File: src/rtl/pattern_match_engine.sv
// Pipelined casez-style pattern classifier: programmable {pat, mask, en} table,
// lowest-index priority hit, multi-hit flag and saturating per-entry hit/miss counters.
module pattern_match_engine #(
    parameter int unsigned WIDTH = 8,
    parameter int unsigned DEPTH = 4,
    parameter int unsigned MODE  = 1,
    parameter int unsigned CNT_W = 16,
    localparam int unsigned IW   = $clog2(DEPTH),
    localparam int unsigned SW   = $clog2(DEPTH + 1)
) (
    input  logic             clk,
    input  logic             rst_n,
    input  logic             cfg_we,
    input  logic [IW-1:0]    cfg_idx,
    input  logic [WIDTH-1:0] cfg_pat,
    input  logic [WIDTH-1:0] cfg_mask,
    input  logic             cfg_en,
    input  logic             in_valid,
    output logic             in_ready,
    input  logic [WIDTH-1:0] in_data,
    output logic             out_valid,
    input  logic             out_ready,
    output logic             out_hit,
    output logic [IW-1:0]    out_idx,
    output logic             out_multi,
    input  logic [SW-1:0]    cnt_sel,
    output logic [CNT_W-1:0] cnt_val,
    input  logic             cnt_clr
);

    logic [WIDTH-1:0] pat  [DEPTH];
    logic [WIDTH-1:0] mask [DEPTH];
    logic [DEPTH-1:0] en;
    logic [CNT_W-1:0] cnt  [DEPTH+1];

    logic [DEPTH-1:0] match;
    logic             hit;
    logic [IW-1:0]    idx;
    logic             multi;
    logic             accept;
    logic [DEPTH:0]   inc;

    assign in_ready = !out_valid || out_ready;
    assign accept   = in_valid && in_ready;

    always_comb begin
        match = '0;
        for (int unsigned i = 0; i < DEPTH; i++) begin
            if (MODE == 0)
                match[i] = en[i] && (in_data == pat[i]);
            else
                match[i] = en[i] && (((in_data ^ pat[i]) & mask[i]) == '0);
        end
    end

    // First match found claims the index; any later match marks a multi-hit.
    always_comb begin
        hit   = 1'b0;
        idx   = '0;
        multi = 1'b0;
        for (int unsigned i = 0; i < DEPTH; i++) begin
            if (match[i]) begin
                if (hit) begin
                    multi = 1'b1;
                end else begin
                    hit = 1'b1;
                    idx = IW'(i);
                end
            end
        end
    end

    always_comb begin
        inc = '0;
        for (int unsigned i = 0; i < DEPTH; i++)
            inc[i] = accept && hit && (idx == IW'(i));
        inc[DEPTH] = accept && !hit;
    end

    always_ff @(posedge clk or negedge rst_n) begin
        if (!rst_n) begin
            for (int unsigned i = 0; i < DEPTH; i++) begin
                pat[i]  <= '0;
                mask[i] <= '0;
            end
            en <= '0;
        end else if (cfg_we) begin
            for (int unsigned i = 0; i < DEPTH; i++) begin
                if (cfg_idx == IW'(i)) begin
                    pat[i]  <= cfg_pat;
                    mask[i] <= cfg_mask;
                    en[i]   <= cfg_en;
                end
            end
        end
    end

    always_ff @(posedge clk or negedge rst_n) begin
        if (!rst_n) begin
            out_valid <= 1'b0;
            out_hit   <= 1'b0;
            out_idx   <= '0;
            out_multi <= 1'b0;
        end else if (accept) begin
            out_valid <= 1'b1;
            out_hit   <= hit;
            out_idx   <= idx;
            out_multi <= multi;
        end else if (out_ready) begin
            out_valid <= 1'b0;
        end
    end

    always_ff @(posedge clk or negedge rst_n) begin
        if (!rst_n) begin
            for (int unsigned i = 0; i <= DEPTH; i++)
                cnt[i] <= '0;
        end else begin
            for (int unsigned i = 0; i <= DEPTH; i++) begin
                if (cnt_clr)
                    cnt[i] <= '0;
                else if (inc[i] && (cnt[i] != '1))
                    cnt[i] <= cnt[i] + 1'b1;
            end
        end
    end

    // Selects above DEPTH fall through to zero.
    always_comb begin
        cnt_val = '0;
        for (int unsigned i = 0; i <= DEPTH; i++) begin
            if (cnt_sel == SW'(i))
                cnt_val = cnt[i];
        end
    end

endmodule
File: config.mk
export PLATFORM = sky130hd
export DESIGN_NAME = pattern_match_engine
export DESIGN_NICKNAME = d
export VERILOG_FILES = /design/src/rtl/pattern_match_engine.sv
export SDC_FILE = /design/constraint.sdc
export NUM_CORES = 1
export LEC_CHECK = 0
export BUFFER_PORTS_ARGS = -buffer_cell sky130_fd_sc_hd__buf_4
export CAP_MARGIN = 10
export CORE_AREA = 2 2 118 120
export CTS_CLUSTER_DIAMETER = 30
export DETAILED_ROUTE_END_ITERATION = 10
export DIE_AREA = 0 0 120 122
export HOLD_SLACK_MARGIN = 0.06
export PLACE_DENSITY = 0.79
export SYNTH_ARGS = -nofsm -noshare
export SYNTH_HDL_FRONTEND = slang
export SYNTH_SLANG_ARGS = --single-unit
export TNS_END_PERCENT = 10
File: constraint.sdc
create_clock -name clk -period 2.9 [get_ports clk]
set_input_delay 0.145 -clock clk [delete_from_list [all_inputs] [get_ports clk]]
set_output_delay 0.145 -clock clk [all_outputs]
set_load 0.02 [all_outputs]
==> flow_summary.yaml, run 1 <==
logic_synthesis:
  synth_edf_count: 0
  synth_area_um2: 7993
  synth_top_family_by_area: "simple AND/OR/NAND/NOR gates"
  synth_fp_nets: 816
  seq_area_frac_synth_pct: 47.90
  ys.warnings.count: 0
  ys.flop_type: "dfrtp_1"
  synthMuxAreaShare_pct: 12.70
  synth_compound_area_share_pct: 10.66
  syn_avg_cell_area_um2: 10.31
  synth-adder-area-share_pct: 0.7827
  synth_cell_types: 50
  netlist_instances: 775
  synth-async-reset-ratio_pct: 100.0
  yosys.area_share.simple_pct: 17.89
  synth_seq_cells: 153
  synth_xor_area_share_pct: 7.671
routing:
  drc: 0
  vias: 6486
  drtIter0Drc: 582
  drt-pass1-iter-count: 5
  drt_wl_total_mm: 19.94
  viasPerCell: 6.267
  ant_nets: 0
  post_drt_wl_per_cell_um: 19.26
placed_design:
  gp_congestion: 0.9247
  dpl.cell_count: 984
  hpwlAfterDp_mm: 13.86
  portBuffers: 57
sta:
  worst_pin_slew_ps: 975.4
  rsz0062_at_grt: "false"
  fin_skew_ps: 7.768
  fmax_mhz: 374.9
  layout_min_cycle_time_ps: 2667
  hold_viol: 0
  slew_headroom_pct: 34.78
  finalCritPeriodShare_pct: 91.97
  final.setup.tns_ps: 0
  maxSlewViolCount: 0
  setup_viol: 0
floorplanning:
  dieWidth_um: 120
  row_count: 43
  start_util_pct: 59.19
  coreArea_um2: 13500
  die_h_um: 122
  io_pins: 58
  die-area_um2: 14640
cts:
  cts.path.max_buffers: 2
  post_cts_buffers: 0
  cts_sinks: 153
  numCtsBuffers: 17
  post_cts_resized: 0
  root_buffer: "clkbuf_16"
  clk_latency_ps: 430
  h-tree-depth: 4
  cts_tree: "done"
  postCtsHoldBufs: 19
  clk_pin_slew_worst_paths_ps: 60
global_route:
  overflow: 0
  grt_pass1_vias: 6273
  grt_first_pass_wirelength_mm: 31.94
  grt_max_degree: 83
  grt_antenna_before_repair: 0
  track_usage_pct: 28.38
finish:
  fillers: 997
  n_antenna_cell: 0
  multi_input_area_um2: 3978
  drive_gt1_share_pct: 21.05
  finalNonFillerCells: 1035
  seqCellArea_um2: 3829
  syn_to_final_growth_pct: 17.81
  nNetsFinal: 883
critical_path:
  reg2reg_to: "cnt[23]$_DFFE_PN0P_"
  start_kind: "flip-flop"
  crit_required_ps: 3240
  crit_path_start: "pat[6]$_DFFE_PN0P_"
  crit_fanout: 14
  reg2reg_depth: 7
  reg2reg_slack_ps: 230
  reg2reg_from: "pat[6]$_DFFE_PN0P_"
  cp-end-kind: "flip-flop"
  critPathKind: "flip-flop to flip-flop"
  cp.arrival_ps: 3010
  cp-endpoint: "cnt[23]$_DFFE_PN0P_"
flow_run:
  maxCapViolCount: 0
outcome:
  status: "finished clean"
hold_path:
  min_path_type: "input pin to flip-flop"
power:
  vdd_drop_max_v: 0.0004579
  power_density_nw_per_um2: 598.9
  leakage_nw: 3.944
[per-stage QoR]
stage               setup slack (ps)  power, mW  hold slack, ps  cell area, um2  util, %
floorplan                      557.9      2.964          -150.6            7993        -
global placement               362.3      3.232           219.1            8592    63.62
detailed placement             265.5      3.279           227.1            8592    63.62
CTS                            258.5      5.659           124.8            9417    69.73
global route                   77.70      5.835           136.1            9417    69.73
finish                         232.8      5.640           131.9            9417    69.73
[cell usage after synthesis, types with 2 or more instances]
| master | instances | area [um2] |
|---|---|---|
| a21oi_1 | 49 | 245.2 |
| a222oi_1 | 2 | 20.02 |
| a22oi_1 | 23 | 172.7 |
| and2_1 | 2 | 12.51 |
| and3_1 | 17 | 106.4 |
| and4_1 | 5 | 43.79 |
| buf_1 | 4 | 15.01 |
| buf_2 | 6 | 30.03 |
| clkbuf_1 | 29 | 108.9 |
| dfrtp_1 | 153 | 3829 |
| ha_1 | 5 | 62.56 |
| inv_1 | 7 | 26.28 |
| mux2_2 | 69 | 777.0 |
| mux2i_1 | 17 | 170.2 |
| mux4_2 | 3 | 67.56 |
| nand2_1 | 37 | 138.9 |
| nand2b_1 | 2 | 12.51 |
| nand3_1 | 41 | 205.2 |
| nand3b_1 | 2 | 15.01 |
| nand4_1 | 20 | 125.1 |
| nand4b_1 | 2 | 17.52 |
| nor2_1 | 67 | 251.5 |
| nor2b_1 | 4 | 25.02 |
| nor3_1 | 5 | 25.02 |
| nor4_1 | 18 | 112.6 |
| nor4b_1 | 4 | 35.03 |
| o21ai_0 | 34 | 170.2 |
| o21ba_1 | 2 | 20.02 |
| o22ai_1 | 13 | 81.33 |
| o31a_1 | 2 | 17.52 |
| o31ai_1 | 7 | 52.55 |
| or2_2 | 2 | 12.51 |
| or3_1 | 30 | 187.7 |
| or4_1 | 8 | 60.06 |
| xnor2_1 | 23 | 201.4 |
| xor2_1 | 47 | 411.6 |
[placed cells by master (no fill, tap or decap), types with 5 or more instances in the layout]
| master | count |
|---|---|
| ha_1 | 5 |
| o22ai_1 | 13 |
| nand2_1 | 37 |
| o21ai_0 | 34 |
| mux2_2 | 69 |
| buf_4 | 67 |
| nand4_1 | 20 |
| mux2i_1 | 17 |
| or4_1 | 8 |
| and3_1 | 17 |
| xor2_1 | 47 |
| and4_1 | 5 |
| dfrtp_1 | 153 |
| dlygate4sd3_1 | 19 |
| nor3_1 | 5 |
| a21oi_1 | 49 |
| or3_1 | 30 |
| a22oi_1 | 23 |
| nor2_1 | 67 |
| inv_1 | 7 |
| nand3_1 | 41 |
| xnor2_1 | 23 |
| clkbuf_16 | 17 |
| o31ai_1 | 7 |
| nor4_1 | 18 |
[flip-flops by register name, indices dropped and copies added (netlist names)]
register / count
out_hit: 1
pat: 32
mask: 32
en: 4
out_idx: 2
out_valid: 1
cnt: 80
out_multi: 1
[kinds of logic after synthesis]
kind of cell / count (synthesis)
and+or+nand+nor: 271
DFF: 153
AOI/OAI and AO/OA: 140
muxes: 89
xor gates and xnor gates: 70
buffers and inverters: 47
adders and majority gates: 5
[layout make-up]
type                       instances  area share [%]
clock buffer                      18           4.664
clock inverter                    14           2.073
inverter                           7          0.2790
multi-input combinational        575           42.24
sequential                       153           40.66
tap                              180           2.392
timing repair buffer              88           7.693
[report_power, final]
part	total (mW)	internal (mW)	switching (mW)
combinational	0.796	0.364	0.433
sequential	2.48	2.34	0.137
clock	2.37	1.47	0.899
total	5.64	4.17	1.47
[per-layer routing]
metal | part of all wire [%] | wire (um) | track usage, %
met4 | 2.5 | 494 | 9.706
met3 | 6.0 | 1192 | 5.852
met1 | 41 | 8161 | 36.34
met2 | 51 | 10090 | 48.26
met5 | 0 | 0 | 0
[worst min-delay path by stage]
| stage | from | end | slack [ps] | depth (start not counted) |
|---|---|---|---|---|
| 2_1_floorplan | rst_n | cnt[0]$_DFFE_PN0P_ | -150 | 0 |
| 3_3_place_gp | rst_n | cnt[7]$_DFFE_PN0P_ | 220 | 1 |
| 3_5_place_dp | rst_n | cnt[7]$_DFFE_PN0P_ | 230 | 1 |
| 4_1_cts | out_ready | out_valid$_DFFE_PN0P_ | 120 | 3 |
| 5_1_grt | out_ready | out_valid$_DFFE_PN0P_ | 140 | 3 |
| 6_report | out_ready | out_valid$_DFFE_PN0P_ | 130 | 3 |
[worst max-delay path: stages (launching register included)]
cell and delay, ps:
dfrtp_1 400, xor2_1 160, a222oi_1 370, nand4_1 240, o21bai_4 330, or3_4 440
or4_1 510, a21oi_1 140
(Power assumes the default switching activity.)
==> run 2, diff against run 1 <==
--- a/config.mk
+++ b/config.mk
@@ -7,12 +7,14 @@
 export LEC_CHECK = 0
 export BUFFER_PORTS_ARGS = -buffer_cell sky130_fd_sc_hd__buf_4
 export CAP_MARGIN = 10
-export CORE_AREA = 2 2 118 120
+export CELL_PAD_IN_SITES_DETAIL_PLACEMENT = 0
+export CELL_PAD_IN_SITES_GLOBAL_PLACEMENT = 1
+export CORE_AREA = 2 2 133 135
 export CTS_CLUSTER_DIAMETER = 30
 export DETAILED_ROUTE_END_ITERATION = 10
-export DIE_AREA = 0 0 120 122
+export DIE_AREA = 0 0 135 137
 export HOLD_SLACK_MARGIN = 0.06
-export PLACE_DENSITY = 0.79
+export PLACE_DENSITY_LB_ADDON = 0.1
 export SYNTH_ARGS = -nofsm -noshare
 export SYNTH_HDL_FRONTEND = slang
 export SYNTH_SLANG_ARGS = --single-unit
==> run 2 against run 1 <==
  * Combinational power is 0.6% lower
  * Critical path depth up 1
  * Final area shrank 0.27%
  * Clock skew rose by 6.8 ps
  * Clock-buffer cell count unchanged
  * Final cell count is 4.2% higher
  * Die area increased by 26%
  * Clock power shrank 13%
  * Sequential share of layout area rose by 0.11 points
  * Non-clock buffer count is 1 higher
  * Utilization shrank 15 points
  * Wire length grew 2.5%
==> flow_summary.yaml, run 2 (synthesized netlist as in run 1, its figures left out) <==
cts:
  clk_pin_slew_worst_paths_ps: 60
  post_cts_resized: 0
  clk_latency_ps: 420
  postCtsHoldBufs: 19
  post_cts_buffers: 0
  numCtsBuffers: 17
  cts_sinks: 153
  root_buffer: "clkbuf_16"
  h-tree-depth: 4
  cts.path.max_buffers: 2
  cts_tree: "done"
routing:
  drc: 0
  ant_nets: 0
  vias: 6298
  drtIter0Drc: 381
  viasPerCell: 5.842
  drt-pass1-iter-count: 5
  post_drt_wl_per_cell_um: 18.95
  drt_wl_total_mm: 20.43
global_route:
  grt_first_pass_wirelength_mm: 33.31
  track_usage_pct: 23.26
  overflow: 0
  grt_antenna_before_repair: 0
  grt_pass1_vias: 6191
  grt_max_degree: 83
floorplanning:
  coreArea_um2: 17060
  io_pins: 58
  dieWidth_um: 135
  start_util_pct: 46.86
  die_h_um: 137
  die-area_um2: 18500
  row_count: 48
sta:
  layout_min_cycle_time_ps: 2572
  hold_viol: 0
  worst_pin_slew_ps: 1005
  slew_headroom_pct: 32.78
  finalCritPeriodShare_pct: 88.68
  hold_ws_ps: 169.3
  worst_slack_ps: 328.1
  fmax_mhz: 388.8
  fin_skew_ps: 14.54
  final.setup.tns_ps: 0
  rsz0062_at_grt: "false"
  maxSlewViolCount: 0
  setup_viol: 0
critical_path:
  cp-end-kind: "flip-flop"
  crit_required_ps: 3270
  start_kind: "flip-flop"
  crit_fanout: 17
  cp.arrival_ps: 2940
  critPathKind: "flip-flop to flip-flop"
power:
  p_seq_share_pct: 46.5
  swShare_pct: 27.36
  p_sw_mw: 1.457
  leakage_nw: 3.890
  p_int_mw: 3.870
  vdd_drop_max_v: 0.0005072
  power_mw: 5.327
  power_frac_comb_pct: 14.8
  power.clock.fraction_pct: 38.7
  power_density_nw_per_um2: 567.2
finish:
  largest_reg_flops: 80
  drive_gt1_share_pct: 20.75
  seqCellArea_um2: 3829
  layout_common_cells: "153 x dfrtp_1, 69 x mux2_2, 67 x nor2_1, 67 x buf_4, 49 x a21oi_1"
  layout_commonest_cell: "dfrtp_1"
  multi_input_area_um2: 3978
  regMostFlops: "cnt"
  largestRegisters: "cnt (80), mask (32), pat (32)"
  n_antenna_cell: 0
  fillers: 1543
  nNetsFinal: 884
  syn_to_final_growth_pct: 17.50
placed_design:
  gp_congestion: 0.8473
  portBuffers: 57
  hpwlAfterDp_mm: 14.55
  dp_slack_ps: 341.4
outcome:
  status: "finished clean"
hold_path:
  min_path_type: "input pin to flip-flop"
flow_run:
  maxCapViolCount: 0
-- run 2: cell types whose count changed in the layout (fill, tap and decap cells not counted), sizes merged --
cell | before | now
clkinv | 7 | 4
bufinv | 4 | 1
buf | 69 | 70
inv | 9 | 8
clkinvlp | 1 | 5
-- run 2: worst paths after layout --
| check | startpoint | to | slack (ps) | cells past startpoint |
|---|---|---|---|---|
| min | out_ready | out_valid$_DFFE_PN0P_ | 170 | 3 |
| max | pat[23]$_DFFE_PN0P_ | cnt[55]$_DFFE_PN0P_ | 330 | 8 |
| min reg2reg | mask[10]$_DFFE_PN0P_ | mask[10]$_DFFE_PN0P_ | 510 | 1 |
| min in group asynchronous | rst_n | cnt[6]$_DFFE_PN0P_ | 300 | 2 |
| max in group asynchronous | rst_n | cnt[58]$_DFFE_PN0P_ | 1660 | 3 |
| max reg2reg | pat[23]$_DFFE_PN0P_ | cnt[55]$_DFFE_PN0P_ | 330 | 8 |
-- run 2: metal layers --
layer | vias to the layer above | global-route usage, % | part of all wire [%]
met5 | - | 0 | 0
met4 | 0 | 7.292 | 2.2
met3 | 26 | 4.407 | 3.9
met2 | 167 | 37.93 | 49
met1 | 3128 | 31.58 | 45
li1 | 2977 | - | -
-- run 2: final cells by class --
cell class              count  area share [%]
repair buffers             89           7.927
well taps                 225           2.998
multi-input cells         575           42.35
clock buffers              18           4.570
inverters                   7          0.2798
flip-flops and latches    153           40.77
clock inverters            11           1.106
-- run 2: per-stage QoR --
step                std cells  utilization (%)  cell area [um2]
finish                   1078            55.06             9392
global route             1078            55.06             9392
CTS                      1078            55.06             9392
detailed placement       1030            50.82             8668
global placement         1030            50.82             8668
floorplan                 775                -             7993
-- run 2: power by group through the flow --
stage | Clock [mW] | Combinational [mW] | Sequential, mW
after floorplan | 0 | 0.477 | 2.49
after global placement | 0 | 0.756 | 2.50
after detailed placement | 0 | 0.775 | 2.52
after CTS | 2.09 | 0.800 | 2.48
after global routing | 2.19 | 0.867 | 2.50
final | 2.06 | 0.791 | 2.48
-- run 2: worst max-delay path: stages (launching register included) --
cell and delay [ps]:
dfrtp_1 390, xor2_1 170, a22oi_1 240, nand4_1 140
or2_1 280, or3_1 540, buf_12 220, or4_1 460
nand2_1 80
==> run 3, diff against run 2 <==
--- a/config.mk
+++ b/config.mk
@@ -14,7 +14,8 @@
 export DETAILED_ROUTE_END_ITERATION = 10
 export DIE_AREA = 0 0 135 137
 export HOLD_SLACK_MARGIN = 0.06
-export PLACE_DENSITY_LB_ADDON = 0.1
+export PLACE_DENSITY = 0.88
+export SLEW_MARGIN = 10
 export SYNTH_ARGS = -nofsm -noshare
 export SYNTH_HDL_FRONTEND = slang
 export SYNTH_SLANG_ARGS = --single-unit
==> run 3 against run 2 <==
  * Register-to-register slack got worse by 50 ps
  * Worst hold slack worse by 42 ps
  * Sequential share of layout area decreased by 0.27 points
  * Non-clock buffer count is 1 higher
  * Final area up 0.67%
  * Setup slack worse by 49 ps
  * Combinational power is 0.6% lower
  * Global-route usage decreased by 0.74 points
==> flow_summary.yaml, run 3 (synthesized netlist as in run 1, its figures left out) <==
critical_path:
  crit_required_ps: 3240
  reg2reg_depth: 7
  crit_fanout: 6
  cp.arrival_ps: 2970
  reg2reg_from: "pat[6]$_DFFE_PN0P_"
  reg2reg_slack_ps: 280
  cp-endpoint: "cnt[23]$_DFFE_PN0P_"
  path_cells: "xor2_1 -> a222oi_1 -> nand4_1 -> o21bai_4 -> or3_4 -> or4_1 -> a21oi_1"
  slowest_delay_ps: 500
  cp-end-kind: "flip-flop"
  crit_path_start: "pat[6]$_DFFE_PN0P_"
  critPathKind: "flip-flop to flip-flop"
  crit_slowest_cell: "or4_1"
  start_kind: "flip-flop"
  reg2reg_to: "cnt[23]$_DFFE_PN0P_"
cts:
  cts_sinks: 153
  root_buffer: "clkbuf_16"
  post_cts_buffers: 0
  cts.path.max_buffers: 2
  post_cts_resized: 0
  postCtsHoldBufs: 19
  clk_pin_slew_worst_paths_ps: 70
  numCtsBuffers: 17
  cts_tree: "done"
  h-tree-depth: 4
  clk_latency_ps: 440
sta:
  hold_viol: 0
  fmax_mhz: 381.6
  maxSlewViolCount: 0
  rsz0062_at_grt: "false"
  final.setup.tns_ps: 0
  worst_pin_slew_ps: 925.3
  hold_ws_ps: 126.9
  worst_slack_ps: 279.5
  fin_skew_ps: 11.15
  finalCritPeriodShare_pct: 90.36
  setup_viol: 0
  layout_min_cycle_time_ps: 2621
  slew_headroom_pct: 38.14
floorplanning:
  coreArea_um2: 17060
  io_pins: 58
  die_h_um: 137
  row_count: 48
  start_util_pct: 46.86
  dieWidth_um: 135
  die-area_um2: 18500
routing:
  drc: 0
  viasPerCell: 5.851
  ant_nets: 0
  drt_wl_total_mm: 19.68
  drt-pass1-iter-count: 7
  post_drt_wl_per_cell_um: 18.18
  vias: 6331
  drtIter0Drc: 571
finish:
  seqCellArea_um2: 3829
  layout_commonest_cell: "dfrtp_1"
  fillers: 1473
  finalNonFillerCells: 1082
  regMostFlops: "cnt"
  nNetsFinal: 885
  layout_common_cells: "153 x dfrtp_1, 69 x mux2_2, 69 x buf_4"
  n_antenna_cell: 0
  largest_reg_flops: 80
  syn_to_final_growth_pct: 18.28
  multi_input_area_um2: 3978
  drive_gt1_share_pct: 21.24
  largestRegisters: "cnt (80), mask (32), pat (32)"
  fin_util_pct: 55.43
power:
  power_density_nw_per_um2: 580.7
  leakage_nw: 3.932
  vdd_drop_max_v: 0.0005159
global_route:
  grt_antenna_before_repair: 0
  grt_first_pass_wirelength_mm: 32.17
  overflow: 0
  grt_pass1_vias: 6094
  track_usage_pct: 22.52
  grt_max_degree: 83
placed_design:
  hpwlAfterDp_mm: 13.43
  dp_slack_ps: 291.2
  dpl.cell_count: 1031
  portBuffers: 57
  gp_congestion: 0.8436
outcome:
  status: "finished clean"
hold_path:
  min_path_type: "input pin to flip-flop"
flow_run:
  maxCapViolCount: 0
[run 3: critical path: cells and delay by family, from the launching register on]
| kind | cells | cell delay (ps) |
|---|---|---|
| xor gates and xnor gates | 1 | 150 |
| DFF | 1 | 390 |
| and+or+nand+nor | 3 | 1140 |
| AOI/OAI and AO/OA | 3 | 850 |
[run 3: area by class of cell]
class,count,area share [%]
clock buffer,17,4.500
clock inverter,15,1.853
inverter,7,0.2779
multi-input combinational,575,42.07
sequential,153,40.50
tap,225,2.978
timing repair buffer,90,7.822
[run 3: stage by stage]
step                      power, mW  area (um2)
after CTS                     5.525        9454
after floorplan               2.964        7993
after global routing          5.723        9454
after detailed placement      3.274        8663
final                         5.490        9454
after global placement        3.251        8663
[run 3: routing by layer]
metal | GRT usage (%) | part of all wire [%]
met3 | 3.926 | 4.5
met2 | 35.84 | 47
met1 | 30.79 | 45
met4 | 8.912 | 2.6
met5 | 0 | 0
[run 3: worst min path at each step]
stage / cells after the start / slack (ps) / from / to
3_3_place_gp: 1 / 230 / rst_n / cnt[68]$_DFFE_PN0P_
6_report: 3 / 130 / out_ready / out_valid$_DFFE_PN0P_
4_1_cts: 3 / 110 / out_ready / out_valid$_DFFE_PN0P_
3_5_place_dp: 1 / 230 / rst_n / cnt[68]$_DFFE_PN0P_
5_1_grt: 3 / 150 / out_ready / out_valid$_DFFE_PN0P_
2_1_floorplan: 0 / -150 / rst_n / cnt[0]$_DFFE_PN0P_
[run 3: report_power, final]
group	internal, mW	switching (mW)
Clock	1.17	1.07
Sequential	2.34	0.134
Combinational	0.365	0.422
